File: config.mk
export PLATFORM = sky130hd
export DESIGN_NAME = packet_router_nport
export DESIGN_NICKNAME = d
export VERILOG_FILES = /design/src/rtl/router_pkg.sv /design/src/rtl/router_port_fifo.sv /design/src/rtl/packet_router_nport.sv
export SDC_FILE = /design/constraint.sdc
export NUM_CORES = 1
export LEC_CHECK = 0
export ABC_AREA = 1
export CAP_MARGIN = 20
export CORE_MARGIN = 2
export CORE_UTILIZATION = 55
export DETAILED_ROUTE_END_ITERATION = 10
export PLACE_DENSITY = 0.71
export SLEW_MARGIN = 15
export SYNTH_ARGS = -nofsm -noshare
export SYNTH_HDL_FRONTEND = slang
export SYNTH_SLANG_ARGS = --single-unit
File: constraint.sdc
create_clock -name clk -period 8.4 [get_ports clk]
set_clock_uncertainty 0.1 [all_clocks]
set_input_delay 2.1 -clock clk [delete_from_list [all_inputs] [get_ports clk]]
set_output_delay 2.1 -clock clk [all_outputs]
set_load 0.03 [all_outputs]
File: src/rtl/router_pkg.sv
// Shared types, default sizing and header decode for the N-port packet router.
package router_pkg;

  typedef enum logic [1:0] {
    IDLE    = 2'd0,
    PAYLOAD = 2'd1,
    DISCARD = 2'd2
  } state_e;

  localparam int unsigned N_PORTS_DEF    = 4;
  localparam int unsigned DATA_W_DEF     = 8;
  localparam int unsigned LEN_W_DEF      = 5;
  localparam int unsigned FIFO_DEPTH_DEF = 32;
  localparam int unsigned PKT_Q_DEF      = 4;

  // Destination addresses are 1-based; 0 and anything above the port count are rejected.
  function automatic logic dest_valid(input logic [31:0] hdr, input int unsigned n_ports);
    return (hdr >= 32'd1) && (hdr <= n_ports);
  endfunction

endpackage

File: src/rtl/router_port_fifo.sv
// One output port: payload byte RAM with speculative/committed write pointers,
// a queue of committed packet lengths, and a drain engine that streams one
// packet per accepted proceed request.
module router_port_fifo
  import router_pkg::*;
#(
  parameter int unsigned DATA_W     = DATA_W_DEF,
  parameter int unsigned LEN_W      = LEN_W_DEF,
  parameter int unsigned FIFO_DEPTH = FIFO_DEPTH_DEF,
  parameter int unsigned PKT_Q      = PKT_Q_DEF
) (
  input  logic              clk,
  input  logic              reset,
  input  logic              start_i,
  input  logic              wr_en_i,
  input  logic [DATA_W-1:0] wr_data_i,
  input  logic              commit_i,
  input  logic [LEN_W-1:0]  commit_len_i,
  input  logic              rollback_i,
  input  logic              proceed_i,
  output logic              full_o,
  output logic              lq_full_o,
  output logic [DATA_W-1:0] data_out_o,
  output logic              data_valid_o,
  output logic [LEN_W-1:0]  newdata_len_o
);

  localparam int unsigned AW = $clog2(FIFO_DEPTH);
  localparam int unsigned PW = AW + 1;
  localparam int unsigned QA = $clog2(PKT_Q);
  localparam int unsigned QP = QA + 1;

  logic [DATA_W-1:0] mem_q [FIFO_DEPTH];
  logic [LEN_W-1:0]  lq_q  [PKT_Q];

  logic [PW-1:0]     spec_q, com_q, rd_q;
  logic [QP-1:0]     lq_wr_q, lq_rd_q;
  logic [LEN_W-1:0]  drain_q;
  logic [DATA_W-1:0] dout_q;
  logic              dv_q;

  logic [PW-1:0]     occ;
  logic [QP-1:0]     lq_occ;
  logic              lq_empty;
  logic [LEN_W-1:0]  head_len;
  logic              pop;

  // Occupancy counts uncommitted bytes too, so a packet in flight can never overrun unread data.
  assign occ       = spec_q - rd_q;
  assign full_o    = (occ == PW'(FIFO_DEPTH));
  assign lq_occ    = lq_wr_q - lq_rd_q;
  assign lq_full_o = (lq_occ == QP'(PKT_Q));
  assign lq_empty  = (lq_wr_q == lq_rd_q);
  assign head_len  = lq_q[lq_rd_q[QA-1:0]];
  assign pop       = proceed_i && (drain_q == '0) && !lq_empty;

  assign newdata_len_o = lq_empty ? '0 : head_len;
  assign data_out_o    = dout_q;
  assign data_valid_o  = dv_q;

  // Write side: speculative pointer advances per byte, committed pointer catches up on the last byte.
  always_ff @(posedge clk) begin
    if (reset) begin
      spec_q <= '0;
      com_q  <= '0;
    end else begin
      if (start_i || rollback_i) begin
        spec_q <= com_q;
      end else if (wr_en_i) begin
        spec_q <= spec_q + PW'(1);
      end
      if (commit_i) begin
        com_q <= spec_q + PW'(1);
      end
    end
  end

  // Payload RAM; contents are don't-care until covered by a committed length entry.
  always_ff @(posedge clk) begin
    if (wr_en_i) begin
      mem_q[spec_q[AW-1:0]] <= wr_data_i;
    end
  end

  // Length queue pointers; push on commit, pop on an accepted proceed, both allowed together.
  always_ff @(posedge clk) begin
    if (reset) begin
      lq_wr_q <= '0;
      lq_rd_q <= '0;
    end else begin
      if (commit_i) begin
        lq_wr_q <= lq_wr_q + QP'(1);
      end
      if (pop) begin
        lq_rd_q <= lq_rd_q + QP'(1);
      end
    end
  end

  // Length queue storage.
  always_ff @(posedge clk) begin
    if (commit_i) begin
      lq_q[lq_wr_q[QA-1:0]] <= commit_len_i;
    end
  end

  // Drain engine: drain_q holds the bytes still to be shown, including the one on data_out.
  always_ff @(posedge clk) begin
    if (reset) begin
      drain_q <= '0;
      dv_q    <= 1'b0;
      dout_q  <= '0;
      rd_q    <= '0;
    end else if (pop) begin
      drain_q <= head_len;
      dv_q    <= 1'b1;
      dout_q  <= mem_q[rd_q[AW-1:0]];
      rd_q    <= rd_q + PW'(1);
    end else if (drain_q > LEN_W'(1)) begin
      drain_q <= drain_q - LEN_W'(1);
      dout_q  <= mem_q[rd_q[AW-1:0]];
      rd_q    <= rd_q + PW'(1);
    end else if (drain_q == LEN_W'(1)) begin
      drain_q <= '0;
      dv_q    <= 1'b0;
      dout_q  <= '0;
    end
  end

endmodule

File: src/rtl/packet_router_nport.sv
// N-port byte-stream packet router: header byte selects the output port,
// payload is written speculatively and committed or rolled back at the end.
//
//  state   | meaning
//  --------+-------------------------------------------------------------
//  IDLE    | outside a frame; bnd_plse marks the header byte
//  PAYLOAD | writing payload bytes to the selected port, counting length
//  DISCARD | packet rejected; swallow bytes until the closing bnd_plse
module packet_router_nport
  import router_pkg::*;
#(
  parameter int unsigned N_PORTS    = N_PORTS_DEF,
  parameter int unsigned DATA_W     = DATA_W_DEF,
  parameter int unsigned LEN_W      = LEN_W_DEF,
  parameter int unsigned FIFO_DEPTH = FIFO_DEPTH_DEF,
  parameter int unsigned PKT_Q      = PKT_Q_DEF
) (
  input  logic                      clk,
  input  logic                      reset,
  input  logic                      bnd_plse,
  input  logic [DATA_W-1:0]         data_in,
  output logic                      ack,
  output logic                      drop,
  input  logic [N_PORTS-1:0]        proceed,
  output logic [N_PORTS*DATA_W-1:0] data_out,
  output logic [N_PORTS-1:0]        data_valid,
  output logic [N_PORTS*LEN_W-1:0]  newdata_len
);

  localparam int unsigned PW = (N_PORTS > 1) ? $clog2(N_PORTS) : 1;
  localparam logic [LEN_W-1:0] LEN_MAX = '1;

  state_e            state_q, state_d;
  logic [PW-1:0]     dest_q, dest_d;
  logic [LEN_W-1:0]  count_q, count_d;
  logic              ack_q, ack_d;
  logic              drop_q, drop_d;

  logic [31:0]       hdr_ext;
  logic [PW-1:0]     hdr_idx;
  logic [LEN_W-1:0]  commit_len;

  logic [N_PORTS-1:0] start_v, wr_en_v, commit_v, rollback_v;
  logic [N_PORTS-1:0] full_v, lq_full_v;

  assign hdr_ext    = 32'(data_in);
  assign hdr_idx    = PW'(hdr_ext - 32'd1);
  assign commit_len = count_q + LEN_W'(1);

  assign ack  = ack_q;
  assign drop = drop_q;

  // Input FSM state, length count, destination and status pulse registers.
  always_ff @(posedge clk) begin
    if (reset) begin
      state_q <= IDLE;
      dest_q  <= '0;
      count_q <= '0;
      ack_q   <= 1'b0;
      drop_q  <= 1'b0;
    end else begin
      state_q <= state_d;
      dest_q  <= dest_d;
      count_q <= count_d;
      ack_q   <= ack_d;
      drop_q  <= drop_d;
    end
  end

  // Next-state and per-port write strobes. A rejected byte that also closes
  // the frame goes straight back to IDLE so the next header is not swallowed.
  always_comb begin
    state_d    = state_q;
    dest_d     = dest_q;
    count_d    = count_q;
    ack_d      = 1'b0;
    drop_d     = 1'b0;
    start_v    = '0;
    wr_en_v    = '0;
    commit_v   = '0;
    rollback_v = '0;
    case (state_q)
      IDLE: begin
        if (bnd_plse) begin
          if (dest_valid(hdr_ext, N_PORTS) && !lq_full_v[hdr_idx]) begin
            state_d          = PAYLOAD;
            dest_d           = hdr_idx;
            count_d          = '0;
            start_v[hdr_idx] = 1'b1;
          end else begin
            state_d = DISCARD;
          end
        end
      end
      PAYLOAD: begin
        if (full_v[dest_q] || (count_q == LEN_MAX)) begin
          rollback_v[dest_q] = 1'b1;
          if (bnd_plse) begin
            drop_d  = 1'b1;
            state_d = IDLE;
          end else begin
            state_d = DISCARD;
          end
        end else begin
          wr_en_v[dest_q] = 1'b1;
          count_d         = count_q + LEN_W'(1);
          if (bnd_plse) begin
            commit_v[dest_q] = 1'b1;
            ack_d            = 1'b1;
            state_d          = IDLE;
          end
        end
      end
      DISCARD: begin
        if (bnd_plse) begin
          drop_d  = 1'b1;
          state_d = IDLE;
        end
      end
      default: state_d = IDLE;
    endcase
  end

  for (genvar p = 0; p < N_PORTS; p++) begin : g_port
    router_port_fifo #(
      .DATA_W     (DATA_W),
      .LEN_W      (LEN_W),
      .FIFO_DEPTH (FIFO_DEPTH),
      .PKT_Q      (PKT_Q)
    ) u_fifo (
      .clk           (clk),
      .reset         (reset),
      .start_i       (start_v[p]),
      .wr_en_i       (wr_en_v[p]),
      .wr_data_i     (data_in),
      .commit_i      (commit_v[p]),
      .commit_len_i  (commit_len),
      .rollback_i    (rollback_v[p]),
      .proceed_i     (proceed[p]),
      .full_o        (full_v[p]),
      .lq_full_o     (lq_full_v[p]),
      .data_out_o    (data_out[p*DATA_W +: DATA_W]),
      .data_valid_o  (data_valid[p]),
      .newdata_len_o (newdata_len[p*LEN_W +: LEN_W])
    );
  end

endmodule

# Word-level counts from Yosys, hierarchy flattened
# Memories as Yosys holds them, arrays and structs flattened. A register that Yosys moved wholly into a read port is not among the register bits.
# Cells that the tools add are included.
# W data, S select, Z words.
[classes]
eq_ne = 26
magnitude_cmp = 10
addsub = 30
reduce_logical = 51
n_mux = 119
bitwise = 1
[op_table]
columns = ["operator", "n"]
rows = [
  ["$mux W5", 27],
  ["$mux W6", 16],
  ["$mux W8", 12],
  ["$add A6 B1 Y6 const B", 8],
  ["$mux W4", 10],
  ["$mux W1", 34],
  ["$mux W2", 13],
  ["$reduce_bool A2 Y1", 13],
  ["$add A3 B1 Y3 const B", 8],
  ["$eq A6 B6 Y1 const B", 4],
  ["$sub A6 B6 Y6", 4],
  ["$eq A5 B1 Y1 const B", 4],
  ["$gt A5 B1 Y1 const B", 4],
  ["$logic_not A5 Y1", 4],
  ["$sub A5 B1 Y5 const B", 4],
  ["$eq A3 B3 Y1", 4],
  ["$eq A3 B3 Y1 const B", 4],
  ["$logic_and A1 B1 Y1", 12],
  ["$reduce_bool A3 Y1", 4],
  ["$sub A3 B3 Y3", 4],
  ["$pmux W5 S2", 1],
  ["$ge A8 B1 Y1 const B", 1],
  ["$le A8 B3 Y1 const B", 1],
  ["$ne A2 B1 Y1 const B", 4],
  ["other kinds (20)", 37],
]
[totals]
n_memories = 8
ff_bits = 163
mem_bits_rw = 1104
inputBits = 15
out_inout_bits = 58
elab_cells = 282
[memory_table]
columns = ["memory", "words", "word_bits", "read_ports", "rd_clocked_by_memory_dff", "write_ports", "line", "rtl"]
rows = [
  ["g_port[0].u_fifo.mem_q", 32, 8, 1, 1, 1, "router_port_fifo.sv:33", "logic [DATA_W-1:0] mem_q [FIFO_DEPTH];"],
  ["g_port[1].u_fifo.mem_q", 32, 8, 1, 1, 1, "router_port_fifo.sv:33", ""],
  ["g_port[2].u_fifo.mem_q", 32, 8, 1, 1, 1, "router_port_fifo.sv:33", ""],
  ["g_port[3].u_fifo.mem_q", 32, 8, 1, 1, 1, "router_port_fifo.sv:33", ""],
  ["g_port[0].u_fifo.lq_q", 4, 5, 1, 1, 1, "router_port_fifo.sv:34", "logic [LEN_W-1:0] lq_q [PKT_Q];"],
  ["g_port[1].u_fifo.lq_q", 4, 5, 1, 1, 1, "router_port_fifo.sv:34", ""],
  ["2 more memories", "-", "-", "-", "-", "-", "-", ""],
]

# Logic depth before layout (Yosys ltp)
[logic_depth]
depth_word = 11
mapped_depth = 19
mapped_depth_nobuf = 19

# Hierarchy
# Synthesis repeated with hierarchy kept, for this count alone.
[unflattened]
hier_cells = 5364
hier_area_um2 = 55548.3
[by_module_without_submodules]
columns = ["mod", "cells_per_inst", "n_inst", "area_each_um2", "seq_area_each_um2"]
rows = [
  ["router_port_fifo at g_port[1].u_fifo ...", 1299, 2, 13601.8, 9188.8],
  ["router_port_fifo at g_port[3].u_fifo", 1305, 1, 13714.4, 9188.8],
  ["router_port_fifo at g_port[0].u_fifo", 1302, 1, 13660.6, 9188.8],
  ["packet_router_nport", 159, 1, 969.7, 220.2],
]

# Least setup slack after synthesis
# No wires, ideal clock.
[synth_path]
path_type = "input -> register"
from = "in data_in[0]"
to = "reg count_q[2]"
arrival_time_ps = 3511
setup_time_ps = 113
n_path_buf = 0
setup_slack_ps = 4676
path_stages = 13
t_required_ps = 8187
cell_sequence = "inv_1 -> ha_1 -> nor2_1 -> nor4_1 -> nand2_1 -> nor2_2 -> nand3_1 -> o21ai_1 -> nand2_1 -> inv_2 -> nand2_1 -> nand2_1 -> nor2_1"
[synth_between]
elab_chain_cells = 7
elab_cells_between_ends = 10
cone_classes = "add/sub: 1; order compare: 2; eq/ne: 1; mux: 2; reduce/logical: 4"
[synth_lines]
columns = ["element", "line", "rtl"]
rows = [
  ["start: declaration", "packet_router_nport.sv:21", "input logic [DATA_W-1:0] data_in,"],
  ["$sub A2 B1 Y2", "packet_router_nport.sv:47", "assign hdr_idx = PW'(hdr_ext - 32'd1);"],
  ["$bmux W1 S2", "packet_router_nport.sv:85", "if (dest_valid(hdr_ext, N_PORTS) && !lq_full_v[hdr_idx]) begin"],
  ["$mux W1 (not written as such)", "packet_router_nport.sv:85", ""],
  ["$logic_not A1 Y1", "packet_router_nport.sv:85", ""],
  ["$logic_and A1 B1 Y1 (*)", "packet_router_nport.sv:85", ""],
  ["$ne A2 B2 Y1 (no source line) (*)", "-", ""],
  ["$reduce_and A4 Y1 (no source line) (*)", "-", ""],
  ["end signal: assignment", "packet_router_nport.sv:64", "count_q <= count_d;"],
  ["end: declaration", "packet_router_nport.sv:35", "logic [LEN_W-1:0] count_q, count_d;"],
]
# Every way passes the cells marked *; elsewhere a longest branch is shown, timed or not. The select of a mux whose other input is x is not followed.
# A chain may end at the register's enable or synchronous reset.

# Worst setup path after layout
[layout_path]
from = "reg g_port[2].u_fifo.lq_wr_q[0]"
to = "out newdata_len[12]"
[layout_between]
elab_chain_cells = 2
[layout_lines]
columns = ["element", "line", "rtl"]
rows = [
  ["start: declaration", "router_port_fifo.sv:37", "logic [QP-1:0] lq_wr_q, lq_rd_q;"],
  ["start signal: assignment", "router_port_fifo.sv:92", "lq_wr_q <= lq_wr_q + QP'(1);"],
  ["$eq A3 B3 Y1", "router_port_fifo.sv:53", "assign lq_empty = (lq_wr_q == lq_rd_q);"],
  ["$mux W5", "router_port_fifo.sv:57", "assign newdata_len_o = lq_empty ? '0 : head_len;"],
  ["end: declaration", "packet_router_nport.sv:27", "output logic [N_PORTS*LEN_W-1:0] newdata_len"],
]
# Every way passes these cells.

==> flow_summary.toml <==
[status]
status = "complete, no violations"

[grt]
gr-total-overflow = 0
grt_start_max_net_pins = 103
antenna_found_initial = 1
grt_pass1_wl_mm = 197.7
track_usage = 0.2582
first_global_vias = 34217

[cts]
cts_tree = "yes"
cts_buffers = 133
cts_setup_buffers = 0
clk_pin_slew_ps = 60
cts_buffer_depth = 3
cts_resized = 0
ctsRootBufferMaster = "clkbuf_16"
cts_hold_buf = 0
cts_sinks = 1295
htree_levels = 4
insertion_delay_ps = 740

[yosys]
ys_ff_latch = 1295
ys_warn_count = 0
synthFlopType = "edfxtp_1"
syn_inst = 4546
synth_seq_area_share = 0.6921
synth.net_count = 4649
synth_cell_type_count = 50
avgSynthCellArea_um2 = 11.75
synthArstFlopShare = 0
syn_area_mm2 = 0.05343
synth_edf_count = 1104

[worst_setup_path]
critPathLaunchType = "register"
path_class = "register to output port"
critPathMaxStageDelay_ps = 660
crit_start = "g_port[2].u_fifo.lq_wr_q[0]"
path_max_fanout = 6
crit_required_ps = 6200
path_cells = "inv_1 -> ha_1 -> nand2_1 -> nor2_1 -> a21oi_1 -> clkdlybuf4s50_1"
cp_slowest_cell = "clkdlybuf4s50_1"
cp-end-kind = "output port"
cp_data_arrival_time_ps = 3030
reg2reg_from = "g_port[1].u_fifo.spec_q[4]"

[cells_and_area]
final_nets = 4635
utilization = 0.6143
syn2layout_area_growth_pct = 10.87
drive_gt1_frac = 0.07289
diodes = 0
final_cell_mix = "edfxtp_1 (1104), nor2_1 (814), o21ai_0 (583)"
fin_cells = 5913
mostFrequentLayoutCell = "edfxtp_1"

[timing]
drv_slew = 0
slew_headroom = 0.2576
fmax_mhz = 191.2
setup-tns-final_ps = 0
finalHoldViolations = 0
setup_ws_ps = 3169
rsz0062_at_grt = "no"
setup-violations-final = 0
period_share = 0.6227
fin_crit_ps = 5231
tightest_slew_ps = 1110

[pwr]
p_leak_uw = 0.01960
irDropWorstVdd_uv = 230.1
total_power_uw = 16360
power_density_mw_per_mm2 = 276.1

[floorplanning]
core.rowCount = 114
dieArea_mm2 = 0.09965
die_h_um = 315.7
core_area_mm2 = 0.09642
io_pins = 73
dieWidth_um = 315.7
initial_core_util = 0.5541

[placement]
pre_cts_slack_ps = 3178
dp.cells = 5670
port_buffers = 72
dp_hpwl_mm = 74.08
place_congestion = 0.8580

[flow_run]
drv_cap = 0

[detailed_routing]
drt_first_pass_iters = 6
final_antenna_net_count = 0
viasPerCell = 6.031
dr_total_vias = 35661
wl_mm = 128.6
drc = 0
wire_per_inst_um = 21.75
first_iter_violations = 4294

[hold_path]
min-delay-start = "g_port[1].u_fifo.com_q[1]"
hold_class = "register to register"
cell type report:
cell class | instances | area (µm²)
Fill cell | 7439 | 37190
Tap cell | 1276 | 1597
Timing Repair Buffer | 112 | 1044
Clock buffer | 181 | 3702
Multi-Input combinational cell | 2738 | 14410
Clock inverter | 59 | 534.3
Inverter | 252 | 958.4
Sequential cell | 1295 | 37000
worst max-delay path, delay by kind of cell (launching register included):
kind	cells	cell delay, ps
AND/OR/NAND/NOR	2	650
flip-flops	1	380
AO/OA/AOI/OAI	1	190
buffers and inverters	2	780
adder cells (fa/ha/maj)	1	300
metal layers:
metal,track usage,up-vias,routed length (µm),share of wire
met2,0.4072,1567,60390,0.47
met5,0,-,0,0
met1,0.3734,17395,54540,0.42
met4,0.07120,0,2518,0.020
met3,0.04447,196,11170,0.087
li1,-,16503,-,-
flip-flops by register name, summed over array words and instances (netlist names), named ones only:
name                        count
g_port.u_fifo.data_valid_o      4
count_q                         5
g_port.u_fifo.spec_q           24
ack                             1
g_port.u_fifo.data_out_o       32
drop                            1
g_port.u_fifo.lq_wr_q          12
g_port.u_fifo.lq_q             80
g_port.u_fifo.drain_q          20
state_q                         2
g_port.u_fifo.mem_q          1024
dest_q                          2
g_port.u_fifo.lq_rd_q          12
g_port.u_fifo.rd_q             24
g_port.u_fifo.com_q            24
per-stage QoR:
stage / area, µm² / hold WS (ps)
floorplan: 53430 / 329.7
global placement: 54930 / 349.2
detailed placement: 54930 / 351.4
CTS: 59170 / 359.5
global route: 59240 / 375.7
finish: 59240 / 356.9
cell families (layout without fill, tap and decap cells):
group,after synthesis,after routing,synth area share
simple gates,1519,1519,0.1197
flops,1295,1295,0.6921
compound gates,1102,1102,0.1242
buf+inv,513,604,0.03857
fa+ha+maj,88,88,0.02061
xor+xnor,29,29,0.004754
cell usage after synthesis, types with 2 or more instances:
library cell  instances  area, µm²
edfxtp_1           1104      33150
nor2_1              814       3055
o21ai_0             583       2918
nand2_1             367       1378
nand3_1             223       1116
inv_1               222      833.3
clkbuf_1            199      747.0
dfxtp_1             191       3824
o221ai_1            187       1638
a21oi_1             144      720.7
ha_1                 88       1101
o22ai_1              77      481.7
o211ai_1             50      375.4
nand4_1              48      300.3
buf_2                41      205.2
xor2_1               25      219.0
a21oi_2              22      192.7
nor3_1               22      110.1
clkinv_1             15      56.30
a32oi_1              14      122.6
inv_2                13      48.80
nand2_2              11      68.82
buf_1                 9      33.78
o21ai_1               9      45.04
nor2_2                8      50.05
nand3_2               6      60.06
a32o_1                5      50.05
buf_4                 5      37.54
buf_6                 5      56.30
nor2_4                4      45.04
xnor2_1               4      35.03
a31oi_1               3      18.77
nor2_8                3      60.06
nor3_4                3      48.80
a22oi_1               2      15.01
nand2_4               2      22.52
nand3_4               2      35.03
nor3_2                2      20.02
nor4_1                2      12.51
o21ai_2               2      17.52
power breakdown:
| part | internal (µW) | switching [µW] |
|---|---|---|
| registers | 7090 | 160 |
| clock network | 3290 | 2440 |
| logic | 984 | 2390 |
| total | 11400 | 4990 |
worst paths after layout:
check | cells past startpoint | slack, ps | to
setup / recovery | 6 | 3170 | newdata_len[12]
hold / removal | 2 | 360 | g_port[1].u_fifo.com_q[1]
setup reg to reg | 12 | 4390 | g_port[1].u_fifo.mem_q[5][3]
hold reg to reg | 2 | 360 | g_port[1].u_fifo.com_q[1]
No activity file was read; power rests on OpenSTA's default activity.
